`src/rtl/fifo_arb_pkg.sv`:
```
// Shared constants and state type for the input-FIFO round-robin arbiter.
package fifo_arb_pkg;

  localparam int NUM_Q         = 4;
  localparam int ID_W          = 2;
  localparam int DEF_DATA_SIZE = 6;
  localparam int DEST_MSB      = DEF_DATA_SIZE - 1;
  localparam int DEST_LSB      = DEF_DATA_SIZE - 2;
  localparam int CNT_W         = 8;

  typedef enum logic [1:0] {
    IDLE = 2'd0,
    RUN  = 2'd1,
    HOLD = 2'd2
  } arb_state_t;

endpackage

```
`src/rtl/fifo_rr_arbiter_rr_pick.sv`:
```
// Round-robin search: first non-empty queue after the pointer, wrapping once.
module rr_pick
  import fifo_arb_pkg::*;
(
  input  logic [ID_W-1:0]  i_ptr,
  input  logic [NUM_Q-1:0] i_empty,
  output logic [ID_W-1:0]  o_g,
  output logic             o_valid
);

  logic [ID_W-1:0] w_idx;

  // k = NUM_Q wraps back to the pointer itself, so it is searched last
  always_comb begin
    o_g     = i_ptr;
    o_valid = 1'b0;
    w_idx   = '0;
    for (int unsigned k = 1; k <= NUM_Q; k++) begin
      w_idx = i_ptr + ID_W'(k);
      if (!o_valid && !i_empty[w_idx]) begin
        o_valid = 1'b1;
        o_g     = w_idx;
      end
    end
  end

endmodule

```
`src/rtl/fifo_rr_arbiter.sv`:
```
// Round-robin drain of four input FIFOs into four output FIFOs chosen by word MSBs.
// Optional per-output push counters enabled by defining FIFO_ARB_CNT_EN.
module fifo_rr_arbiter
  import fifo_arb_pkg::*;
#(
  parameter int DATA_SIZE = 6,
  parameter int NUM_Q     = 4
) (
  input  logic                       clk,
  input  logic                       reset,
  input  logic [NUM_Q-1:0]           fifo_empty_in,
  input  logic [NUM_Q*DATA_SIZE-1:0] fifo_data_in,
  output logic [NUM_Q-1:0]           fifo_pop,
  input  logic [NUM_Q-1:0]           out_pause,
  output logic [NUM_Q-1:0]           out_push,
  output logic [DATA_SIZE-1:0]       data_out,
  output logic [1:0]                 grant_id,
  output logic                       arb_idle
`ifdef FIFO_ARB_CNT_EN
  ,
  output logic [NUM_Q*fifo_arb_pkg::CNT_W-1:0] push_count
`endif
);

  arb_state_t           r_state;
  arb_state_t           w_next;
  logic [ID_W-1:0]      r_ptr;
  logic [ID_W-1:0]      r_s1_id;
  logic                 r_s1_vld;
  logic                 r_s2_vld;
  logic [DATA_SIZE-1:0] r_word;
  logic [DATA_SIZE-1:0] w_in_word;
  logic [ID_W-1:0]      w_g;
  logic [ID_W-1:0]      w_dest;
  logic                 w_g_vld;
  logic                 w_any_ne;
  logic                 w_any_pause;
  logic                 w_pop_en;

  assign w_any_ne    = ~&fifo_empty_in;
  assign w_any_pause = |out_pause;
  assign w_in_word   = fifo_data_in[r_s1_id*DATA_SIZE +: DATA_SIZE];
  assign w_dest      = r_word[DATA_SIZE-1 -: ID_W];

  rr_pick u_pick (
    .i_ptr   (r_ptr),
    .i_empty (fifo_empty_in),
    .o_g     (w_g),
    .o_valid (w_g_vld)
  );

  // Pause gates the pop combinationally so popping stops in the cycle it rises
  always_comb begin
    w_next   = r_state;
    w_pop_en = 1'b0;
    fifo_pop = '0;
    grant_id = '0;
    unique case (r_state)
      IDLE: if (w_any_ne && !w_any_pause) w_next = RUN;
      RUN: begin
        if (w_any_pause)   w_next = HOLD;
        else if (!w_any_ne) w_next = IDLE;
        w_pop_en = w_g_vld && !w_any_pause;
      end
      HOLD: if (!w_any_pause) w_next = w_any_ne ? RUN : IDLE;
      default: w_next = IDLE;
    endcase
    if (w_pop_en) begin
      fifo_pop[w_g] = 1'b1;
      grant_id      = w_g;
    end
  end

  always_ff @(posedge clk) begin
    if (reset) begin
      r_state  <= IDLE;
      r_ptr    <= '1;
      r_s1_vld <= 1'b0;
      r_s1_id  <= '0;
      r_s2_vld <= 1'b0;
      r_word   <= '0;
    end else begin
      r_state  <= w_next;
      if (w_pop_en) r_ptr <= w_g;
      r_s1_vld <= w_pop_en;
      r_s1_id  <= w_g;
      r_s2_vld <= r_s1_vld;
      if (r_s1_vld) r_word <= w_in_word;
    end
  end

  always_comb begin
    out_push = '0;
    if (r_s2_vld) out_push[w_dest] = 1'b1;
    data_out = r_word;
    arb_idle = (r_state == IDLE) && !r_s1_vld && !r_s2_vld;
  end

`ifdef FIFO_ARB_CNT_EN
  logic [CNT_W-1:0] r_cnt [NUM_Q];

  always_ff @(posedge clk) begin
    if (reset) begin
      for (int unsigned i = 0; i < NUM_Q; i++) r_cnt[i] <= '0;
    end else begin
      for (int unsigned i = 0; i < NUM_Q; i++)
        if (out_push[i] && (r_cnt[i] != '1)) r_cnt[i] <= r_cnt[i] + 1'b1;
    end
  end

  always_comb begin
    push_count = '0;
    for (int unsigned i = 0; i < NUM_Q; i++) push_count[i*CNT_W +: CNT_W] = r_cnt[i];
  end
`else
  // statistics counters are not built in this configuration
`endif

endmodule

```
`config.mk`:
```
export PLATFORM = sky130hd
export DESIGN_NAME = fifo_rr_arbiter
export DESIGN_NICKNAME = d
export VERILOG_FILES = /design/src/rtl/fifo_arb_pkg.sv /design/src/rtl/fifo_rr_arbiter_rr_pick.sv /design/src/rtl/fifo_rr_arbiter.sv
export SDC_FILE = /design/constraint.sdc
export NUM_CORES = 1
export LEC_CHECK = 0
export CORE_ASPECT_RATIO = 0.7
export CORE_UTILIZATION = 35
export CTS_CLUSTER_SIZE = 28
export DETAILED_ROUTE_END_ITERATION = 10
export MAX_ROUTING_LAYER = met4
export PLACE_DENSITY = 0.77
export SLEW_MARGIN = 10
export SYNTH_ARGS = -nofsm -noshare
export SYNTH_HDL_FRONTEND = slang
export SYNTH_SLANG_ARGS = --single-unit
```
`constraint.sdc`:
```
create_clock -name clk -period 2.1 [get_ports clk]
set_input_delay 0.63 -clock clk [delete_from_list [all_inputs] [get_ports clk]]
set_output_delay 0.63 -clock clk [all_outputs]
set_load 0.05 [all_outputs]
```
# == Word-level counts from Yosys, hierarchy flattened ==
# Cells that the tools add are included.
# totals
input_bits,34
reg_bits,14
elab_cells,76
# op_classes
n_mul,1
addsub,3
reduce_logical,22
n_lt_le_gt_ge,8
n_shift,1
n_mux,30
n_eq_ne,5
# op_table
op,n
indexed part select 24 x 6 -> 6 bit,1
less-than comparator 2 x 3 -> 1 bit (second input constant),6
two-way mux 2 bit,9
two-way mux 1 bit,12
logical AND 1 bit,9
logical NOT 1 bit,9
binary-select mux 1 bit (select 2 bit),4
two-way mux 4 bit,2
one-hot mux 2 bit (3 select lines),1
adder 2 bit (second input constant),2
demux 1 bit (select 2 bit),2
>= comparator 2 x 1 -> 1 bit (second input constant),2
multiplier 2 x 2 -> 4 bit (second input constant),1
inequality test 2 bit (second input constant),2
AND reduction 4 bit,1
OR reduction 4 bit,1
inequality test 3 bit (second input constant),1
AND reduction 3 bit,1
adder 2 x 1 -> 2 bit (second input constant),1
== test 2 x 1 -> 1 bit (second input constant),1
== test 2 bit (second input constant),1
logical NOT 2 bit,1

# == Depth between registers and ports, before layout ==
# Gate-level depths: netlist of the first run.
# logic_depth
ltp_word,17
ltp_mapped,4
ltp_nobuf,4

# == By module ==
# A second synthesis of the first run with hierarchy kept.
# unflattened
hier_cells,79
area_unflattened_um2,798.3
# modules_own_cells
module,cells_per_inst,area_each_um2,instances
fifo_rr_arbiter,65,720.7,1
rr_pick,14,77.6,1

# == Worst setup path before layout of the first run ==
# OpenSTA, ideal clock, no wires.
# synth_timing
path_kind,input port to output port
start,input out_pause[1]
end,output fifo_pop[2]
arrival_time_ns,2.273
cell_stages,3
setup_slack_ns,-0.803
n_path_buf,0
required_time_ns,1.470
path_cell_list,nor4_4 -> nand4b_4 -> nor3_1
# synth_between
elab_chain_cells,5
# synth_rtl
element,line_no,rtl
"start, declared",fifo_rr_arbiter.sv:14,"input logic [NUM_Q-1:0] out_pause,"
OR reduction 4 bit,fifo_rr_arbiter.sv:41,assign w_any_pause = |out_pause;
logical NOT 1 bit,n/a,
logical AND 1 bit,fifo_rr_arbiter.sv:63,w_pop_en = w_g_vld && !w_any_pause;
two-way mux 1 bit,fifo_rr_arbiter.sv:58,unique case (r_state)
two-way mux 4 bit,fifo_rr_arbiter.sv:68,if (w_pop_en) begin
"end, declared",fifo_rr_arbiter.sv:13,"output logic [NUM_Q-1:0] fifo_pop,"
# Every way passes these cells.

# == Final worst setup path of the first run ==
# layout_timing
start,input out_pause[2]
end,output fifo_pop[0]
# Same word-level chain as after synthesis.

==> results.sh, run 1 <==
export IMPL_status="complete, but fails checks"
export IMPL_violations="negative setup slack"
export IMPL_synth_compound_area_share_pct=6.947
export IMPL_wl_met3_um=69
export IMPL_coreArea_um2=1968
export IMPL_max_freq_mhz=422.3
export IMPL_path_buf_inv=2
export IMPL_worst_pin_slew_ps=520.5
export IMPL_skew_ps=2.702
export IMPL_netlist_instances=74
export IMPL_met1_length_um=1031
export IMPL_ys_ff_latch=14
export IMPL_avgSynthCellArea_um2=10.47
export IMPL_cts_hold_fix_buffers=0
export IMPL_ant_nets=0
export IMPL_start_util_pct=39.35
export IMPL_synthAdderAreaFrac_pct=0
export IMPL_required_ps=1470
export IMPL_grt_pass1_wl_um=3877
export IMPL_worstRegToRegCells=5
export IMPL_path_clk_slew_ps=70
export IMPL_slowest_delay_ps=330
export IMPL_worstReg2RegStart="r_state[0]"
export IMPL_synth_seq_area_share_pct=36.19
export IMPL_setup_viol=6
export IMPL_root_buffer="clkbuf_4"
export IMPL_fp_dieW_um=58.23
export IMPL_crit_path_cell_trace="buf_6, nor4_4, nand4b_4, nand2b_4, nor2_4, buf_12"
export IMPL_grt_pass1_vias=802
export IMPL_peakVddDrop_v=0.0003016
export IMPL_cp_startpoint="out_pause[2]"
export IMPL_vias=814
export IMPL_maxSlewViolCount=0
export IMPL_power_mw=0.5616
export IMPL_relSlewSlack_pct=65.19
export IMPL_period_share_pct=112.8
export IMPL_grt_use_total_pct=23.26
export IMPL_clk_latency_ps=270
export IMPL_critPathCapture="fifo_pop[0]"
export IMPL_gp_congestion=0.6785
export IMPL_layout_nets=173
export IMPL_crit_fanout=5
export IMPL_synthSimpleGateAreaFrac_pct=27.14
export IMPL_fin_ws_ps=-268.2
export IMPL_numClockSinks=14
export IMPL_die_area_um2=2408
export IMPL_final_layout_size_suffix_gt1_share_pct=48.18
export IMPL_dp_hpwl_um=1859
export IMPL_critPathCaptureType="primary output"
export IMPL_yosysUniqueCellTypes=28
export IMPL_path_depth=6
export IMPL_grt_max_degree=15
export IMPL_n_antenna_cell=0
export IMPL_rsz0062_at_grt="true"
export IMPL_drc=0
export IMPL_p_leak_nw=0.6311
export IMPL_io_buffers=50
export IMPL_worstReg2RegEnd="r_ptr[1]"
export IMPL_cts_tree="done"
export IMPL_grt_remaining_overflow=0
export IMPL_dr_max_layer_used="met3"
export IMPL_htree_levels=1
export IMPL_syn_cell_area_um2=774.5
export IMPL_synth_mux_area_share_pct=26.98
export IMPL_cp_slowest_cell="nor4_4"
export IMPL_vias_per_cell=4.874
export IMPL_post_place_ws_ps=-708.6
export IMPL_syn_nets=108
export IMPL_final_common_cell="clkdlybuf4s50_1"
export IMPL_met2WireLength_um=1282
export IMPL_synth_top_family_by_area="simple AND/OR/NAND/NOR gates"
export IMPL_pwr_density_cell_nw_per_um2=348.2
export IMPL_ioPinCount=51
export IMPL_num_rows=13
export IMPL_dr_pass1_iters=4
export IMPL_syn2layout_area_growth_pct=108.2
export IMPL_antenna_found_initial=0
export IMPL_clk_path_buf_depth=2
export IMPL_maxCapViolCount=0
export IMPL_reg2reg_slack_ps=600
export IMPL_path_class="primary input to primary output"
export IMPL_first_iter_violations=27
export IMPL_hold_viol=0
export IMPL_fin_crit_ps=2368
export IMPL_layout_common_cells="25 x clkdlybuf4s50_1, 15 x buf_4, 13 x dfxtp_1"
export IMPL_routedWlPerCell_um=14.27
export IMPL_routed_wl_um=2383
export IMPL_crit_arrival_ps=1740
export IMPL_cts_buffers_inserted=3
export IMPL_cp_top_family="simple AND/OR/NAND/NOR gates"
export IMPL_start_kind="primary input"
export IMPL_yosys_area_share_xor_xnor_pct=1.131
export IMPL_die_height_um=41.36
export IMPL_yosysWarnings=0
export IMPL_hold_class="flip-flop to flip-flop"
==> cells by family after synthesis <==
logic type	Yosys count
compound gates	7
xor+xnor	1
simple gates	36
buf+inv	3
flops	14
mux	13
==> sequential cells by signal, summed over array words and instances (netlist names) <==
| name | flops |
|---|---|
| r_state | 2 |
| r_s1_vld | 1 |
| r_ptr | 2 |
| r_s1_id | 2 |
| data_out | 6 |
| r_s2_vld | 1 |
==> Yosys cell counts <==
cell,number,area (um2)
nor2_1,16,60.06
dfxtp_1,14,280.3
mux2i_1,6,60.06
mux4_2,6,135.1
nor2b_1,3,18.77
nor3_1,3,15.01
and3_1,2,12.51
clkbuf_1,2,7.510
nand2_1,2,7.510
nand3_1,2,10.01
a211o_1,1,8.760
a211oi_1,1,7.510
a22oi_1,1,7.510
a2bb2oi_1,1,8.760
and3b_1,1,8.760
buf_2,1,5.000
mux2i_2,1,13.76
nand2b_1,1,6.260
nand4_1,1,6.260
nand4b_4,1,23.77
nor2_2,1,6.260
nor3b_1,1,7.510
nor4_1,1,6.260
nor4_4,1,21.27
o21ai_0,1,5.000
o21bai_1,1,7.510
o2bb2ai_1,1,8.760
xnor2_1,1,8.760
==> metrics by stage <==
stage	std cells	setup TNS [ps]	utilization (%)	hold slack [ps]	instance area, um2
after global routing	167	-1828	81.95	535.5	1613
after floorplan	74	-1376	-	494.7	833.3
final	167	-1407	81.95	499.9	1613
after detailed placement	159	-4634	76.29	483.8	1501
after CTS	167	-1450	81.88	506.3	1612
after global placement	159	-4052	76.29	480.0	1501
==> how the worst min path moves through the flow <==
stage	cells past startpoint	endpoint	startpoint
floorplan	1	r_state[0]	r_state[1]
global placement	2	data_out[1]	data_out[1]
detailed placement	2	data_out[1]	data_out[1]
CTS	2	data_out[1]	data_out[1]
global route	2	data_out[1]	data_out[1]
finish	2	data_out[1]	data_out[1]
==> area by class of cell <==
| cell class | instances | area (um2) |
|---|---|---|
| fillers | 115 | 355.3 |
| flip-flops and latches | 14 | 281.5 |
| clock buffers | 3 | 22.52 |
| well taps | 30 | 37.54 |
| multi-input cells | 57 | 594.3 |
| repair buffers | 63 | 676.9 |
==> power breakdown <==
part / switching, mW / internal [mW]
logic: 0.0480 / 0.0958
clock network: 0.0763 / 0.0662
registers: 0.00718 / 0.268
total: 0.132 / 0.430
==> worst min-delay path, stage by stage (launching register included) <==
cell	delay, ps
dfxtp_1	330
mux2i_1	70
nor2_1	70
==> routing by layer <==
metal  global-route usage, %  up-vias
li1                        -      401
met1                   28.08      392
met2                   42.53       21
met3                   4.938        0
met4                   3.571        0
met5                       -        -
==> timing repair <==
action	in CTS	in global routing
cloned	0	0
setup endpoints to repair	7	6
gates resized for setup	50	1
setup buffers	5	0
pin swaps	12	1
Power figures use the tool's default switching activity.
==> run 2: changes to the inputs <==
--- a/config.mk
+++ b/config.mk
@@ -5,12 +5,12 @@
 export SDC_FILE = /design/constraint.sdc
 export NUM_CORES = 1
 export LEC_CHECK = 0
-export CORE_ASPECT_RATIO = 0.7
-export CORE_UTILIZATION = 35
+export CORE_UTILIZATION = 59
 export CTS_CLUSTER_SIZE = 28
 export DETAILED_ROUTE_END_ITERATION = 10
+export DONT_BUFFER_PORTS = 1
 export MAX_ROUTING_LAYER = met4
-export PLACE_DENSITY = 0.77
+export PLACE_DENSITY = 0.73
 export SLEW_MARGIN = 10
 export SYNTH_ARGS = -nofsm -noshare
 export SYNTH_HDL_FRONTEND = slang
==> run 2 against run 1 <==
  * The flow now stops in clock tree synthesis (4_1_cts)
  * Synthesized cell count is the same
  * Area after synthesis is the same
==> results.sh, run 2 <==
export IMPL_ys_top_cells_by_area="dfxtp_1 36%, mux4_2 17%, mux2i_1 7.8%"
export IMPL_netlist_instances=74
export IMPL_yosys_top_cells_count="16 x nor2_1, 14 x dfxtp_1, 6 x mux2i_1, 6 x mux4_2"
export IMPL_status="did not finish"
export IMPL_yosysWarnings=0
export IMPL_root_buffer="clkbuf_4"
export IMPL_start_util_pct=66.99
export IMPL_io_buffers=0
export IMPL_post_cts_buffers=2
export IMPL_cts_buffers_inserted=3
export IMPL_cts_resized=6
export IMPL_synthSimpleGateAreaFrac_pct=27.14
export IMPL_avgSynthCellArea_um2=10.47
export IMPL_synth_top_family_by_area="simple AND/OR/NAND/NOR gates"
export IMPL_numClockSinks=14
export IMPL_yosysUniqueCellTypes=28
export IMPL_synth_compound_area_share_pct=6.947
export IMPL_synth_top_area_share_pct=36.19
export IMPL_syn_cell_area_um2=774.5
export IMPL_die_height_um=38.23
export IMPL_fp_dieW_um=38.23
export IMPL_gp_congestion=0.7139
export IMPL_syn_nets=108
export IMPL_ys_ff_latch=14
export IMPL_synth_edf_count=0
export IMPL_dp_hpwl_um=1762
export IMPL_dominantRegCellSynth="dfxtp_1"
export IMPL_yosys_area_share_xor_xnor_pct=1.131
export IMPL_async_flop_share_pct=0
export IMPL_yosysMostFrequentCell="nor2_1"
export IMPL_synth_seq_area_share_pct=36.19
export IMPL_synth_top_cell_by_area="dfxtp_1"
export IMPL_cts_hold_fix_buffers=0
export IMPL_synth_mux_area_share_pct=26.98
export IMPL_tool_error="[ERROR DPL-0033] detailed placement checks failed during check placement."
export IMPL_ioPinCount=51
export IMPL_haltStage="clock tree synthesis (4_1_cts)"
export IMPL_htree_levels=1
export IMPL_num_rows=12
export IMPL_synthAdderAreaFrac_pct=0
export IMPL_clk_path_buf_depth=2
[run 2: cells by family after synthesis]
| family | count (synthesis) |
|---|---|
| DFF | 14 |
| xor gates and xnor gates | 1 |
| and+or+nand+nor | 36 |
| AOI/OAI and AO/OA | 7 |
| muxes | 13 |
| buffers and inverters | 3 |
[run 2: per-stage QoR]
step | setup WS [ps] | std cells | instance area, um2 | setup TNS, ps | hold slack (ps)
global placement | -189.2 | 105 | 1064 | -776.3 | 538.9
floorplan | -243.1 | 74 | 833.3 | -1376 | 494.7
detailed placement | -242.5 | 105 | 1064 | -1113 | 551.1
==> run 3: changes to the inputs <==
--- a/config.mk
+++ b/config.mk
@@ -5,12 +5,11 @@
 export SDC_FILE = /design/constraint.sdc
 export NUM_CORES = 1
 export LEC_CHECK = 0
-export CORE_UTILIZATION = 59
-export CTS_CLUSTER_SIZE = 28
+export CORE_AREA = 2 2 63 65
 export DETAILED_ROUTE_END_ITERATION = 10
+export DIE_AREA = 0 0 65 67
 export DONT_BUFFER_PORTS = 1
-export MAX_ROUTING_LAYER = met4
-export PLACE_DENSITY = 0.73
+export PLACE_DENSITY_LB_ADDON = 0.15
 export SLEW_MARGIN = 10
 export SYNTH_ARGS = -nofsm -noshare
 export SYNTH_HDL_FRONTEND = slang
==> run 3 against run 2 <==
  * The flow now finishes, with violations (negative setup slack)
==> results.sh, run 3 (synthesized netlist as in run 1, its figures left out) <==
export IMPL_busiest_layer="met2"
export IMPL_dp_cells=139
export IMPL_power_mw=0.5983
export IMPL_numClockSinks=14
export IMPL_die_height_um=67
export IMPL_crit_arrival_ps=1590
export IMPL_layout_common_cells="14 x buf_4, 13 x nor2_1, 13 x dfxtp_1"
export IMPL_final_common_cell="buf_4"
export IMPL_critPathCaptureType="primary output"
export IMPL_first_iter_violations=8
export IMPL_ioPinCount=51
export IMPL_hold_viol=0
export IMPL_dp_hpwl_um=1636
export IMPL_max_freq_mhz=449.8
export IMPL_htree_levels=1
export IMPL_required_ps=1470
export IMPL_routed_wl_um=2037
export IMPL_worst_pin_slew_ps=517.6
export IMPL_cts_hold_fix_buffers=0
export IMPL_skew_ps=1.043
export IMPL_ant_nets=0
export IMPL_period_share_pct=105.9
export IMPL_relSlewSlack_pct=65.45
export IMPL_vias=673
export IMPL_die_area_um2=4355
export IMPL_vias_per_cell=4.641
export IMPL_largest_register_ffs=6
export IMPL_fin_cells=145
export IMPL_pwr_density_cell_nw_per_um2=502.8
export IMPL_start_util_pct=21.48
export IMPL_dpl_instance_area_um2=1106
export IMPL_hold_class="primary input to flip-flop"
export IMPL_setup_viol=6
export IMPL_clk_path_buf_depth=2
export IMPL_fin_hold_ws_ps=451.7
export IMPL_grt_util_met2_pct=15.85
export IMPL_finalSetupTns_ps=-604.2
export IMPL_p_leak_nw=0.4405
export IMPL_io_buffers=0
export IMPL_cts_buffers_inserted=3
export IMPL_routedWlPerCell_um=14.05
export IMPL_gr_usage_met3_pct=2.196
export IMPL_coreArea_um2=3606
export IMPL_post_place_ws_ps=-215.3
export IMPL_crit_fanout=3
export IMPL_final_area_um2=1190
export IMPL_cts_tree="done"
export IMPL_met1_usage_pct=11.84
export IMPL_violations="negative setup slack"
export IMPL_antenna_found_initial=0
export IMPL_final_layout_size_suffix_gt1_share_pct=46.39
export IMPL_peakVddDrop_v=0.0001645
export IMPL_num_rows=22
export IMPL_grt_pass1_wl_um=3146
export IMPL_start_kind="primary input"
export IMPL_root_buffer="clkbuf_8"
export IMPL_syn2layout_area_growth_pct=53.63
export IMPL_fp_dieW_um=65
export IMPL_n_antenna_cell=0
export IMPL_path_clk_slew_ps=60
export IMPL_dr_pass1_iters=4
export IMPL_grt_pass1_vias=671
export IMPL_maxSlewViolCount=0
export IMPL_layout_nets=132
export IMPL_fin_util_pct=33.00
export IMPL_status="complete, but fails checks"
export IMPL_grt_use_total_pct=9.760
export IMPL_grt_max_degree=15
export IMPL_maxCapViolCount=0
export IMPL_drc=0
export IMPL_fill_cells=379
export IMPL_grt_remaining_overflow=0
export IMPL_path_class="primary input to primary output"
export IMPL_clk_latency_ps=240
export IMPL_rsz0062_at_grt="true"
export IMPL_fin_ws_ps=-123.4
export IMPL_fin_crit_ps=2223
export IMPL_gp_congestion=0.6323
-- run 3: final timing paths --
kind                              startpoint          end  slack, ps  cells after the start
worst max-delay path            out_pause[1]  fifo_pop[2]       -120                      5
worst min-delay path                   reset   r_s1_id[0]        450                      1
worst max register to register    r_s1_id[0]  data_out[4]        660                      3
worst min register to register    r_state[1]   r_state[0]        550                      1
-- run 3: critical path, stage by stage --
cell      delay, ps
nor4_4          330
nand4b_4        170
buf_6           160
nor3_4          140
buf_12          160
-- run 3: power breakdown --
part / total, mW / switching [mW] / internal (mW)
Sequential: 0.276 / 0.00745 / 0.269
Clock: 0.261 / 0.0950 / 0.166
Combinational: 0.0612 / 0.0242 / 0.0370
Total: 0.598 / 0.127 / 0.472
-- run 3: final cells by class --
class,count,area [um2],share of cell area (%)
Timing Repair Buffer,22,247.7,20.82
Tap cell,48,60.06,5.047
Sequential cell,14,281.5,23.66
Multi-Input combinational cell,57,545.5,45.85
Clock buffer,4,55.05,4.627
-- run 3: routing by layer --
metal	routed length (um)	vias up
met4	16	0
met3	111	2
li1	-	321
met5	0	-
met2	1092	19
met1	817	331
-- run 3: timing repair --
action | 4_1_cts | 5_1_grt
gates cloned | 0 | 0
pin swaps | 6 | 2
setup endpoints to repair | 6 | 6
gates resized for setup | 3 | 2
buffers inserted | 1 | 1
endpoints found under the hold margin | 0 | 0
==> run 4: changes to the inputs <==
--- a/config.mk
+++ b/config.mk
@@ -5,9 +5,9 @@
 export SDC_FILE = /design/constraint.sdc
 export NUM_CORES = 1
 export LEC_CHECK = 0
-export CORE_AREA = 2 2 63 65
+export CORE_AREA = 3 3 64 66
 export DETAILED_ROUTE_END_ITERATION = 10
-export DIE_AREA = 0 0 65 67
+export DIE_AREA = 0 0 67 69
 export DONT_BUFFER_PORTS = 1
 export PLACE_DENSITY_LB_ADDON = 0.15
 export SLEW_MARGIN = 10
==> run 4 against run 3 <==
  * The run still ends with negative setup slack left
  * First-iteration DRC count grew 50%
  * Non-clock buffer count is 4 higher
  * Register-to-register slack gained 20 ps
  * Critical path type unchanged
  * Sequential share of layout area down 0.54 points
  * Largest power group unchanged
  * Total power up 0.41%
  * Cell count rose by 2.8%
  * Setup slack lost 37 ps
  * Count of clock-buffer cells in the layout did not move
  * Worst hold slack got worse by 4.9 ps
  * Wire length shrank 0.29%
==> results.sh, run 4 (synthesized netlist as in run 1, its figures left out) <==
export IMPL_status="complete, but fails checks"
export IMPL_violations="negative setup slack"
export IMPL_final_common_cell="buf_4"
export IMPL_reg2reg_slack_ps=680
export IMPL_start_kind="primary input"
export IMPL_worst_pin_slew_ps=521.6
export IMPL_coreArea_um2=3633
export IMPL_die_area_um2=4623
export IMPL_die_height_um=69
export IMPL_clk_latency_ps=250
export IMPL_numClockSinks=14
export IMPL_fp_dieW_um=67
export IMPL_fin_hold_ws_ps=446.8
export IMPL_p_leak_nw=0.4547
export IMPL_layout_common_cells="20 x buf_4, 13 x nor2_1, 13 x dfxtp_1"
export IMPL_path_depth=5
export IMPL_pwr_density_cell_nw_per_um2=493.4
export IMPL_hold_class="primary input to flip-flop"
export IMPL_path_clk_slew_ps=60
export IMPL_ant_nets=0
export IMPL_cts_buffers_inserted=3
export IMPL_ioPinCount=51
export IMPL_period_share_pct=107.7
export IMPL_first_iter_violations=12
export IMPL_grt_use_total_pct=9.234
export IMPL_whs_path_depth=1
export IMPL_io_buffers=0
export IMPL_critPathCaptureType="primary output"
export IMPL_start_util_pct=21.32
export IMPL_n_antenna_cell=0
export IMPL_vias_per_cell=4.490
export IMPL_crit_path_cell_trace="nor4_4, nand4b_4, buf_4, nor3_4, buf_12"
export IMPL_skew_ps=5.533
export IMPL_crit_arrival_ps=1630
export IMPL_maxCapViolCount=0
export IMPL_dr_pass1_iters=3
export IMPL_largest_register_ffs=6
export IMPL_grt_pass1_wl_um=3291
export IMPL_power_mw=0.6007
export IMPL_syn2layout_area_growth_pct=57.19
export IMPL_num_rows=22
export IMPL_gp_congestion=0.6499
export IMPL_cts_hold_fix_buffers=0
export IMPL_slowest_delay_ps=330
export IMPL_peakVddDrop_v=0.0001535
export IMPL_relSlewSlack_pct=65.18
export IMPL_htree_levels=1
export IMPL_crit_fanout=5
export IMPL_fin_ws_ps=-160.7
export IMPL_path_class="primary input to primary output"
export IMPL_dp_hpwl_um=1605
export IMPL_fin_crit_ps=2261
export IMPL_final_layout_size_suffix_gt1_share_pct=48.51
export IMPL_rsz0062_at_grt="true"
export IMPL_fill_cells=385
export IMPL_max_freq_mhz=442.4
export IMPL_cts_tree="done"
export IMPL_grt_pass1_vias=711
export IMPL_cp_top_family="simple AND/OR/NAND/NOR gates"
export IMPL_grt_remaining_overflow=0
export IMPL_setup_viol=6
export IMPL_grt_max_degree=15
export IMPL_root_buffer="clkbuf_8"
export IMPL_cp_slowest_cell="nor4_4"
export IMPL_layout_nets=136
export IMPL_drc=0
export IMPL_antenna_found_initial=0
export IMPL_hold_viol=0
export IMPL_routed_wl_um=2031
export IMPL_path_buf_inv=2
export IMPL_worstRegToRegCells=3
export IMPL_routedWlPerCell_um=13.63
export IMPL_maxSlewViolCount=0
export IMPL_vias=669
export IMPL_required_ps=1470
export IMPL_clk_path_buf_depth=2
[run 4: layout make-up]
type / count / area, um2 / area share [%]
tap: 48 / 60.06 / 4.933
sequential: 14 / 281.5 / 23.12
clock buffer: 4 / 55.05 / 4.522
timing repair buffer: 26 / 270.3 / 22.20
multi-input combinational: 57 / 550.5 / 45.22
[run 4: power by group]
part	switching [mW]	internal, mW	leakage [nW]
sequential	0.00748	0.269	0.113
combinational	0.0243	0.0382	0.313
clock	0.0961	0.166	0.0288
[run 4: what timing repair did]
item	in CTS	in global routing
pin swaps	5	2
buffers inserted	2	4
endpoints found under the setup margin	6	6
resized for setup	2	2
[run 4: worst paths after layout]
| kind | endpoint | startpoint |
|---|---|---|
| setup / recovery | fifo_pop[3] | out_pause[1] |
| hold / removal | r_s1_id[1] | reset |
| setup reg to reg | data_out[0] | r_s1_id[0] |
| hold reg to reg | r_state[0] | r_state[1] |
[run 4: worst register-to-register path, cell delays in order, from the launching register on]
cell	delay [ps]
dfxtp_1	560
mux4_2	550
mux2i_1	160
nor2_1	50
[run 4: routing by layer]
layer  vias to the layer above  part of all wire (%)  GRT usage (%)
li1                        330                     -              -
met1                       312                    40          11.43
met2                        23                    52          14.30
met3                         4                   6.8          2.606
met4                         0                   1.2          4.730
met5                         -                     0              0
[run 4: per-stage QoR]
step / setup TNS, ps / area (um2) / utilization [%] / cells / worst slack [ps]
finish: -733.8 / 1217 / 33.51 / 149 / -160.7
global route: -1096 / 1217 / 33.51 / 149 / -222.3
detailed placement: -1162 / 1106 / 30.44 / 139 / -245.1
CTS: -920.7 / 1177 / 32.40 / 145 / -200.3
global placement: -1156 / 1106 / 30.44 / 139 / -239.0
floorplan: -1376 / 833.3 / - / 74 / -243.1
